===== src/rtl/mips_pkg.sv =====
// mips_pkg: shared opcode/funct constants, ALU and FSM enums, instruction field widths
package mips_pkg;
    localparam int OP_W    = 6;
    localparam int REG_W   = 5;
    localparam int IMM_W   = 16;
    localparam int TGT_W   = 26;
    localparam int FUNCT_W = 6;

    localparam logic [OP_W-1:0] OP_RTYPE = 6'h00;
    localparam logic [OP_W-1:0] OP_J     = 6'h02;
    localparam logic [OP_W-1:0] OP_BEQ   = 6'h04;
    localparam logic [OP_W-1:0] OP_ADDI  = 6'h08;
    localparam logic [OP_W-1:0] OP_LW    = 6'h23;
    localparam logic [OP_W-1:0] OP_SW    = 6'h2B;

    localparam logic [FUNCT_W-1:0] F_ADD = 6'h20;
    localparam logic [FUNCT_W-1:0] F_SUB = 6'h22;
    localparam logic [FUNCT_W-1:0] F_AND = 6'h24;
    localparam logic [FUNCT_W-1:0] F_OR  = 6'h25;
    localparam logic [FUNCT_W-1:0] F_SLT = 6'h2A;

    typedef enum logic [2:0] {ALU_ADD, ALU_SUB, ALU_AND, ALU_OR, ALU_SLT} alu_op_t;

    typedef enum logic [3:0] {
        S_FETCH, S_DECODE, S_MEMADR, S_MEMRD, S_MEMWB, S_MEMWR, S_EXECUTE,
        S_ALUWB, S_ADDIEX, S_ADDIWB, S_BRANCH, S_JUMP, S_HALT, S_TRAP
    } state_t;
endpackage


===== src/rtl/mips_regfile.sv =====
// mips_regfile: 32x32 register file, two async reads, one sync write, $0 hardwired to zero
module mips_regfile
    import mips_pkg::*;
(
    input  logic             clk,
    input  logic             rst_n,
    input  logic [REG_W-1:0] raddr1_i,
    input  logic [REG_W-1:0] raddr2_i,
    output logic [31:0]      rdata1_o,
    output logic [31:0]      rdata2_o,
    input  logic             we_i,
    input  logic [REG_W-1:0] waddr_i,
    input  logic [31:0]      wdata_i
);
    logic [31:0] regs_q [32];

    // clear everything on reset; writes to $0 are dropped
    always_ff @(posedge clk or negedge rst_n) begin
        if (!rst_n) begin
            for (int i = 0; i < 32; i++) regs_q[i] <= '0;
        end else if (we_i && waddr_i != '0) begin
            regs_q[waddr_i] <= wdata_i;
        end
    end

    assign rdata1_o = (raddr1_i == '0) ? '0 : regs_q[raddr1_i];
    assign rdata2_o = (raddr2_i == '0) ? '0 : regs_q[raddr2_i];
endmodule


===== src/rtl/mips_multicycle_core.sv =====
// mips_multicycle_core: multicycle MIPS-subset core with a shared ALU and one req/ready memory port
module mips_multicycle_core
    import mips_pkg::*;
#(
    parameter int                ADDR_W   = 32,
    parameter logic [ADDR_W-1:0] RESET_PC = '0,
    parameter logic [ADDR_W-1:0] HALT_PC  = ADDR_W'(1060)
) (
    input  logic              clk,
    input  logic              rst_n,
    output logic              mem_req,
    output logic              mem_we,
    output logic [ADDR_W-1:0] mem_addr,
    output logic [31:0]       mem_wdata,
    input  logic [31:0]       mem_rdata,
    input  logic              mem_ready,
    output logic [ADDR_W-1:0] pc,
    output logic              halted,
    output logic              illegal,
    output logic              retire
);
    state_t            state_q, state_d;
    logic [ADDR_W-1:0] pc_q, pc_d;
    logic [31:0]       ir_q, ir_d;
    logic [31:0]       mdr_q, mdr_d;
    logic [31:0]       a_q, a_d;
    logic [31:0]       b_q, b_d;
    logic [31:0]       aluout_q, aluout_d;

    logic [OP_W-1:0]    opcode;
    logic [REG_W-1:0]   rs, rt, rd;
    logic [FUNCT_W-1:0] funct;
    logic [31:0]        sign_imm;
    logic [31:0]        pc32, br_tgt32, jmp_tgt32;
    logic [ADDR_W-1:0]  pc_plus4;
    logic               funct_ok, req_raw;
    alu_op_t            r_op, alu_op;
    logic [31:0]        alu_b, alu_y;
    logic [31:0]        rf_rd1, rf_rd2, rf_wdata;
    logic [REG_W-1:0]   rf_waddr;
    logic               rf_we;
    state_t             dispatch;

    assign opcode    = ir_q[31:26];
    assign rs        = ir_q[25:21];
    assign rt        = ir_q[20:16];
    assign rd        = ir_q[15:11];
    assign funct     = ir_q[FUNCT_W-1:0];
    assign sign_imm  = {{(32-IMM_W){ir_q[IMM_W-1]}}, ir_q[IMM_W-1:0]};
    assign pc32      = 32'(pc_q);
    assign pc_plus4  = pc_q + ADDR_W'(4);
    // pc_q already holds PC+4 by the time BRANCH/JUMP run
    assign br_tgt32  = pc32 + {sign_imm[29:0], 2'b00};
    assign jmp_tgt32 = {pc32[31:28], ir_q[TGT_W-1:0], 2'b00};

    assign funct_ok = funct == F_ADD || funct == F_SUB || funct == F_AND || funct == F_OR || funct == F_SLT;
    assign r_op     = funct == F_SUB ? ALU_SUB : funct == F_AND ? ALU_AND :
                      funct == F_OR  ? ALU_OR  : funct == F_SLT ? ALU_SLT : ALU_ADD;
    assign dispatch = (opcode == OP_LW || opcode == OP_SW) ? S_MEMADR :
                      opcode == OP_RTYPE ? (funct_ok ? S_EXECUTE : S_TRAP) :
                      opcode == OP_ADDI  ? S_ADDIEX :
                      opcode == OP_BEQ   ? S_BRANCH :
                      opcode == OP_J     ? S_JUMP   : S_TRAP;

    // shared ALU: register operands for R-type and beq compare, immediate otherwise
    always_comb begin
        alu_b  = (state_q == S_EXECUTE || state_q == S_BRANCH) ? b_q : sign_imm;
        alu_op = state_q == S_EXECUTE ? r_op : state_q == S_BRANCH ? ALU_SUB : ALU_ADD;
        alu_y  = alu_op == ALU_SUB ? a_q - alu_b :
                 alu_op == ALU_AND ? a_q & alu_b :
                 alu_op == ALU_OR  ? a_q | alu_b :
                 alu_op == ALU_SLT ? {31'd0, $signed(a_q) < $signed(alu_b)} : a_q + alu_b;
    end

    assign rf_we    = state_q == S_MEMWB || state_q == S_ALUWB || state_q == S_ADDIWB;
    assign rf_waddr = state_q == S_ALUWB ? rd : rt;
    assign rf_wdata = state_q == S_MEMWB ? mdr_q : aluout_q;

    mips_regfile u_rf (
        .clk      (clk),
        .rst_n    (rst_n),
        .raddr1_i (rs),
        .raddr2_i (rt),
        .rdata1_o (rf_rd1),
        .rdata2_o (rf_rd2),
        .we_i     (rf_we),
        .waddr_i  (rf_waddr),
        .wdata_i  (rf_wdata)
    );

    // gated by rst_n so the request drops the instant reset is asserted
    assign req_raw   = (state_q == S_FETCH && pc_q != HALT_PC) || state_q == S_MEMRD || state_q == S_MEMWR;
    assign mem_req   = rst_n && req_raw;
    assign mem_we    = mem_req && state_q == S_MEMWR;
    assign mem_addr  = !mem_req ? '0 : state_q == S_FETCH ? pc_q : aluout_q[ADDR_W-1:0];
    assign mem_wdata = mem_we ? b_q : '0;
    assign pc        = pc_q;
    assign halted    = state_q == S_HALT;
    assign illegal   = state_q == S_TRAP;
    assign retire    = state_q == S_MEMWB || state_q == S_ALUWB || state_q == S_ADDIWB ||
                       state_q == S_BRANCH || state_q == S_JUMP || (state_q == S_MEMWR && mem_ready);

    // next-state and datapath register updates
    always_comb begin
        state_d  = state_q;
        pc_d     = pc_q;
        ir_d     = ir_q;
        mdr_d    = mdr_q;
        a_d      = a_q;
        b_d      = b_q;
        aluout_d = aluout_q;
        case (state_q)
            S_FETCH: begin
                if (pc_q == HALT_PC) begin
                    state_d = S_HALT;
                end else if (mem_ready) begin
                    ir_d    = mem_rdata;
                    pc_d    = pc_plus4;
                    state_d = S_DECODE;
                end
            end
            S_DECODE: begin
                a_d     = rf_rd1;
                b_d     = rf_rd2;
                state_d = dispatch;
            end
            S_MEMADR: begin
                aluout_d = alu_y;
                state_d  = alu_y[1:0] != 2'b00 ? S_TRAP : opcode == OP_LW ? S_MEMRD : S_MEMWR;
            end
            S_MEMRD: begin
                if (mem_ready) begin
                    mdr_d   = mem_rdata;
                    state_d = S_MEMWB;
                end
            end
            S_MEMWR:   state_d = mem_ready ? S_FETCH : S_MEMWR;
            S_EXECUTE: begin
                aluout_d = alu_y;
                state_d  = S_ALUWB;
            end
            S_ADDIEX: begin
                aluout_d = alu_y;
                state_d  = S_ADDIWB;
            end
            S_BRANCH: begin
                pc_d    = alu_y == '0 ? br_tgt32[ADDR_W-1:0] : pc_q;
                state_d = S_FETCH;
            end
            S_JUMP: begin
                pc_d    = jmp_tgt32[ADDR_W-1:0];
                state_d = S_FETCH;
            end
            S_MEMWB, S_ALUWB, S_ADDIWB: state_d = S_FETCH;
            S_HALT:  state_d = S_HALT;
            S_TRAP:  state_d = S_TRAP;
            default: state_d = S_TRAP;
        endcase
    end

    // state and datapath registers
    always_ff @(posedge clk or negedge rst_n) begin
        if (!rst_n) begin
            state_q  <= S_FETCH;
            pc_q     <= RESET_PC;
            ir_q     <= '0;
            mdr_q    <= '0;
            a_q      <= '0;
            b_q      <= '0;
            aluout_q <= '0;
        end else begin
            state_q  <= state_d;
            pc_q     <= pc_d;
            ir_q     <= ir_d;
            mdr_q    <= mdr_d;
            a_q      <= a_d;
            b_q      <= b_d;
            aluout_q <= aluout_d;
        end
    end
endmodule


===== config.mk =====
export PLATFORM = sky130hd
export DESIGN_NAME = mips_multicycle_core
export DESIGN_NICKNAME = d
export VERILOG_FILES = /design/src/rtl/mips_pkg.sv /design/src/rtl/mips_regfile.sv /design/src/rtl/mips_multicycle_core.sv
export SDC_FILE = /design/constraint.sdc
export NUM_CORES = 2
export LEC_CHECK = 0
export CELL_PAD_IN_SITES_DETAIL_PLACEMENT = 1
export CELL_PAD_IN_SITES_GLOBAL_PLACEMENT = 2
export CORE_UTILIZATION = 44
export DETAILED_ROUTE_END_ITERATION = 8
export PLACE_DENSITY_LB_ADDON = 0.1
export SYNTH_ARGS = -nofsm -noshare
export SYNTH_HDL_FRONTEND = slang
export SYNTH_SLANG_ARGS = --single-unit
export TNS_END_PERCENT = 100

===== constraint.sdc =====
create_clock -name clk -period 11 [get_ports clk]
set_input_delay 1.65 -clock clk [delete_from_list [all_inputs] [get_ports clk]]
set_output_delay 1.65 -clock clk [all_outputs]
set_load 0.02 [all_outputs]

---- Yosys cells after proc, flatten, opt, wreduce, memory -nomap -nowiden ----
Cells that the tools add are included.
word-level totals
  flip-flop bits (word level) ............. 1,220
  output and inout bits ................... 101
  logic and storage cells ................. 169
cells by class
  add/subtract/negate cells ............... 4
  magnitude comparators ................... 5
  eq/ne operators ......................... 34
  mux-type cells .......................... 44
  bitwise operators ....................... 7
  reduce and logical (&&, ||, !) cells .... 35
operators by type and width
  operator                 number
  $bwmux W1024             1
  $mux W32                 19
  $bmux W32 S5             2
  $demux W32 S5            1
  $pmux W32 S3             1
  $add A32 B32 Y32         2
  $eq A6 B6 Y1 const B     7
  $pmux W4 S9              1
  $add A32 B3 Y32 const B  1
  $and A32 B32 Y32         1
  $eq A32 B11 Y1 const B   1
  $logic_not A32 Y1        1
  $lt A32 B32 Y1           1
  $ne A32 B11 Y1 const B   1
  $or A32 B32 Y32          1
  $sub A32 B32 Y32         1
  $mux W3                  10
  $mux W4                  7
  $eq A4 B4 Y1 const B     6
  $ge A6 B6 Y1 const B     3
  $not A5 Y6               3
  $eq A4 B3 Y1 const B     4
  $logic_or A1 B1 Y1       13
  $logic_not A5 Y1         2
  27 further kinds         39

---- Longest topological paths before layout ----
  depth after elaboration ................. 14
  gate-level depth with buffers ........... 23
  mapped depth without buffers ............ 20

---- Cells and area by module ----
Synthesis repeated with hierarchy kept, for this count alone.
second synthesis, totals
  cell total of the unflattened synthesis .. 5,668
  area total of the unflattened synthesis .. 71,154.5 um^2
by module, submodules not included
  module                instances  cells an instance  area each (um^2)  seq. area each (um^2)
  mips_regfile          1          3,667              54,478.5          25,624.6
  mips_multicycle_core  1          2,001              16,676.0          4,854.7

---- Worst setup path after synthesis ----
Ideal clock, no wire load.
  path type ............................... register to register
  from .................................... register state_q[3]
  to ...................................... register pc_q[10] (netlist: pc[10])
  library setup time ...................... 0.125 ns
  arrival time ............................ 5.441 ns
  slack ................................... 5.434 ns
  stages on the path, launching flop included .. 23
  path buffers ............................ 3
  period minus slack after synthesis ...... 5.566 ns
  cells stage by stage .................... dfrtp_1 nor2b_1 nand2_1 nand2_1 clkbuf_1 clkbuf_1 nor2_1 a21o_1 ha_1 fa_1 a211oi_1 o21ai_0 a2111oi_0 o21ai_0 nand3b_1 o211ai_1 a2111oi_0 nand4b_1 nor4_2 nand4_2 a21oi_4 buf_12 mux2_4
between the ends
  longest elaborated chain between the ends .. 11
RTL lines
  what                                                  RTL line                                                                             source
  start, declared                                       mips_multicycle_core.sv:22                                                           state_t state_q, state_d;
  start signal, assigned                                mips_multicycle_core.sv:172                                                          state_q <= state_d;
  $eq A4 B3 Y1 / $eq A4 B4 Y1 (equally long branches)   mips_multicycle_core.sv:67, mips_multicycle_core.sv:68, mips_multicycle_core.sv:112
  $logic_or A1 B1 Y1 / $mux W1 (equally long branches)  mips_multicycle_core.sv:67, mips_multicycle_core.sv:68
  $mux W32 / $mux W3 (equally long branches)            mips_multicycle_core.sv:67, mips_multicycle_core.sv:68
  $add A32 B32 Y32, or another cell as far along        mips_multicycle_core.sv:72                                                           alu_op == ALU_SLT ? {31'd0, $signed(a_q) < $signed(alu_b)} : a_q + alu_b;
  $mux W32                                              mips_multicycle_core.sv:72
  $mux W32                                              mips_multicycle_core.sv:71                                                           alu_op == ALU_OR ? a_q | alu_b :
  $mux W32                                              mips_multicycle_core.sv:70                                                           alu_op == ALU_AND ? a_q & alu_b :
  $mux W32                                              mips_multicycle_core.sv:69                                                           alu_y = alu_op == ALU_SUB ? a_q - alu_b :
  $logic_not A32 Y1                                     mips_multicycle_core.sv:147                                                          pc_d = alu_y == '0 ? br_tgt32[ADDR_W-1:0] : pc_q;
  $ne A2 B1 Y1 (no line)                                -
  $reduce_and A4 Y1 (no line)                           -
  end signal, assigned                                  mips_multicycle_core.sv:173                                                          pc_q <= pc_d;
  end, declared                                         mips_multicycle_core.sv:23                                                           logic [ADDR_W-1:0] pc_q, pc_d;
Parallel ways exist; a longest one is shown, timed or not.
A chain may end at the register's enable or synchronous reset.

---- Final worst setup path ----
  from .................................... register state_q[1]
  to ...................................... register pc_q[27] (netlist: pc[27])
Same word-level chain as after synthesis.

==> flow_summary.yaml <==
min_path:
  min-delay-start: "u_rf.regs_q[1019]"
  hold_depth: 0
  hold_path.class: "reg -> reg"
  whs_endpoint: "u_rf.regs_q[1019]"
drt:
  first_pass_iters: 6
  drcViolationCount: 0
  wire_per_inst_um: 31.6
  vias: 58500
  ant_nets: 0
  via_per_inst: 6.37
  drtIter0Drc: 5010
  drt-total-wl_mm: 290
global_route:
  antenna_found_initial: 25
  grt_max_degree: 167
  grt-ovfl-total: 0
  grt.total_usage_pct: 36.6
  grt_pass1_wl_mm: 423
  grt_pass1_vias: 59800
logic_synthesis:
  yosysTopAreaCellShare_pct: 44.1
  synth-main-ff-cell: "dfrtp_1"
  ys_top_cells_by_area: "dfrtp_1, mux4_2, o21ai_0"
  syn_inst: 7244
  ys_types: 98
  seq_area_frac_synth_pct: 44.1
  synth_common_cells: "nand2_1, dfrtp_1, o21ai_0"
  synth-edff-count: 0
  ys_warn_count: 0
  async_reset_ff_share_pct: 100
  yosysMostFrequentCell: "nand2_1"
  ys_ff_latch: 1218
  synth_top_area_cell: "dfrtp_1"
  synth_area_um2: 69100
  avgSynthCellArea_um2: 9.54
timing:
  rsz0062_at_grt: "false"
  finalSetupViolCount: 0
  setup_ws_ps: 3450
  fin_tns_setup_ps: 0
  fmax_ghz: 0.132
  finalCriticalPeriod_ps: 7550
  fin_crit_sh_pct: 68.6
  clock_skew_ps: 34.7
  drv_slew: 0
  worst_pin_slew_ps: 1230
  hold_viol: 0
  maxSlewHeadroom_pct: 18.2
worst_setup_path:
  startpoint_type: "register"
  r2r_end: "pc[27]"
  r2r.worst_path.cells: 20
  r2r_start: "state_q[1]"
  crit_fanout: 26
  crit_path_end_kind: "register"
  r2r_slack_ps: 3450
  required_ps: 11690
  critPathArrivalTime_ps: 8240
  worstSetupPathType: "reg -> reg"
floorplanning:
  die_h_um: 398
  design.core.area_um2: 156000
  ios: 136
  die_x_um: 398
  start_util_pct: 44.3
  die_area_um2: 159000
  rows: 145
clock_network:
  cts_setup_buffers: 0
  clkTransAtPathRegs_ps: 60
  cts_tree: "done"
  cts_buffers: 143
  cts_root_buf: "clkbuf_16"
  clk_latency_ps: 810
  ctsHoldBuffers: 0
  cts_max_level: 4
  cts_buffer_depth: 3
  cts_sinks: 1218
  cts_resized: 0
cells_and_area:
  drive_above_1_share_pct: 12.6
  final_util_pct: 49.4
  area_growth_pct: 11.6
  fillers: 17200
  nNetsFinal: 7176
placement:
  hpwl_mm: 179
  portBuffers: 133
  gp_congestion: 0.962
  preCtsSetupSlack_ps: 3640
job:
  timing.max_cap.violations: 0
status:
  status: "completed"
pwr:
  p_per_area_nw_per_um2: 320
  peakVddDrop_mv: 0.214
  p_leak_nw: 32.6
==> through the flow <==
stage	total power [mW]	instance area [µm²]	hold slack [ps]	std cells
after CTS	24.6	77100	401	9177
after global placement	19.3	72300	384	8919
final	24.7	77100	399	9179
after global routing	25.9	77100	406	9177
after detailed placement	19.6	72300	389	8919
after floorplan	14.8	69100	449	7245
==> cells by family after synthesis <==
family / Yosys count / synth area share [%]
other: 1 / 0.00543
AO/OA/AOI/OAI: 2234 / 18.8
adder cells (fa/ha/maj): 135 / 2.48
flip-flops: 1218 / 44.1
XOR/XNOR: 48 / 0.608
multiplexers: 880 / 17.8
buffers and inverters: 794 / 4.44
AND/OR/NAND/NOR: 1934 / 11.8
==> how the worst max path moves through the flow <==
stage / start / endpoint / slack [ps] / depth (start not counted)
after CTS: state_q[1] / pc[2] / 3550 / 20
after global placement: state_q[2] / pc[4] / 3590 / 20
final: state_q[1] / pc[27] / 3450 / 20
after detailed placement: state_q[1] / pc[27] / 3640 / 20
after floorplan: state_q[3] / pc[10] / 5430 / 22
after global routing: state_q[1] / pc[2] / 3050 / 20
==> worst max-delay path, cell delays in order (launching register included) <==
cell       delay, ps
dfrtp_1          890
nand4bb_1        170
buf_4            270
nand2_2          670
nor2_1            80
a21o_1           220
ha_1             240
fa_1             460
a211oi_1         470
o21ai_0          230
a2111oi_0        710
o21ai_0          160
nand3b_1         120
o211ai_1         160
a2111oi_0        500
nand4b_1         240
nor4_2           490
nand4_2          250
a21oi_4          190
buf_4            470
mux2_2           400
==> sequential cells by signal (all words and copies together) (netlist names) <==
signal and count:
u_rf.regs_q 1024, a_q 32, aluout_q 32, b_q 32, ir_q 32, mdr_q 32, pc 30, state_q 4
==> layer usage <==
metal  vias up  routed length [µm]  GRT usage [%]
li1      25600                   -              -
met1     30300              125000           50.0
met2      1927              134000           57.8
met3       590               19000           6.10
met4        24               12300           15.0
met5         -                 138              0
==> cell usage in the layout (no fill, tap or decap), types with 139 or more instances in the layout <==
cell type,instances
a21oi_1,471
buf_4,139
clkbuf_16,145
dfrtp_1,1208
mux2i_1,451
mux4_2,262
nand2_1,1229
nor2_1,292
o21ai_0,1134
o221ai_1,195
o22ai_1,166
==> cell type report <==
class | instances | area [µm²] | area share (%)
tap | 2058 | 2570 | 3.34
clock inverter | 42 | 574 | 0.745
antenna | 2 | 5.00 | 0.00649
clock buffer | 216 | 4200 | 5.44
multi-input combinational | 5233 | 36100 | 46.8
sequential | 1218 | 30500 | 39.6
inverter | 123 | 464 | 0.602
timing repair buffer | 287 | 2690 | 3.48
==> power by group <==
part | switching (mW) | total, mW | internal, mW
clock network | 2.08 | 4.90 | 2.82
registers | 1.80 | 7.85 | 6.05
logic | 7.64 | 11.9 | 4.28
total | 11.5 | 24.7 | 13.2
No activity file was read; power rests on OpenSTA's default activity.
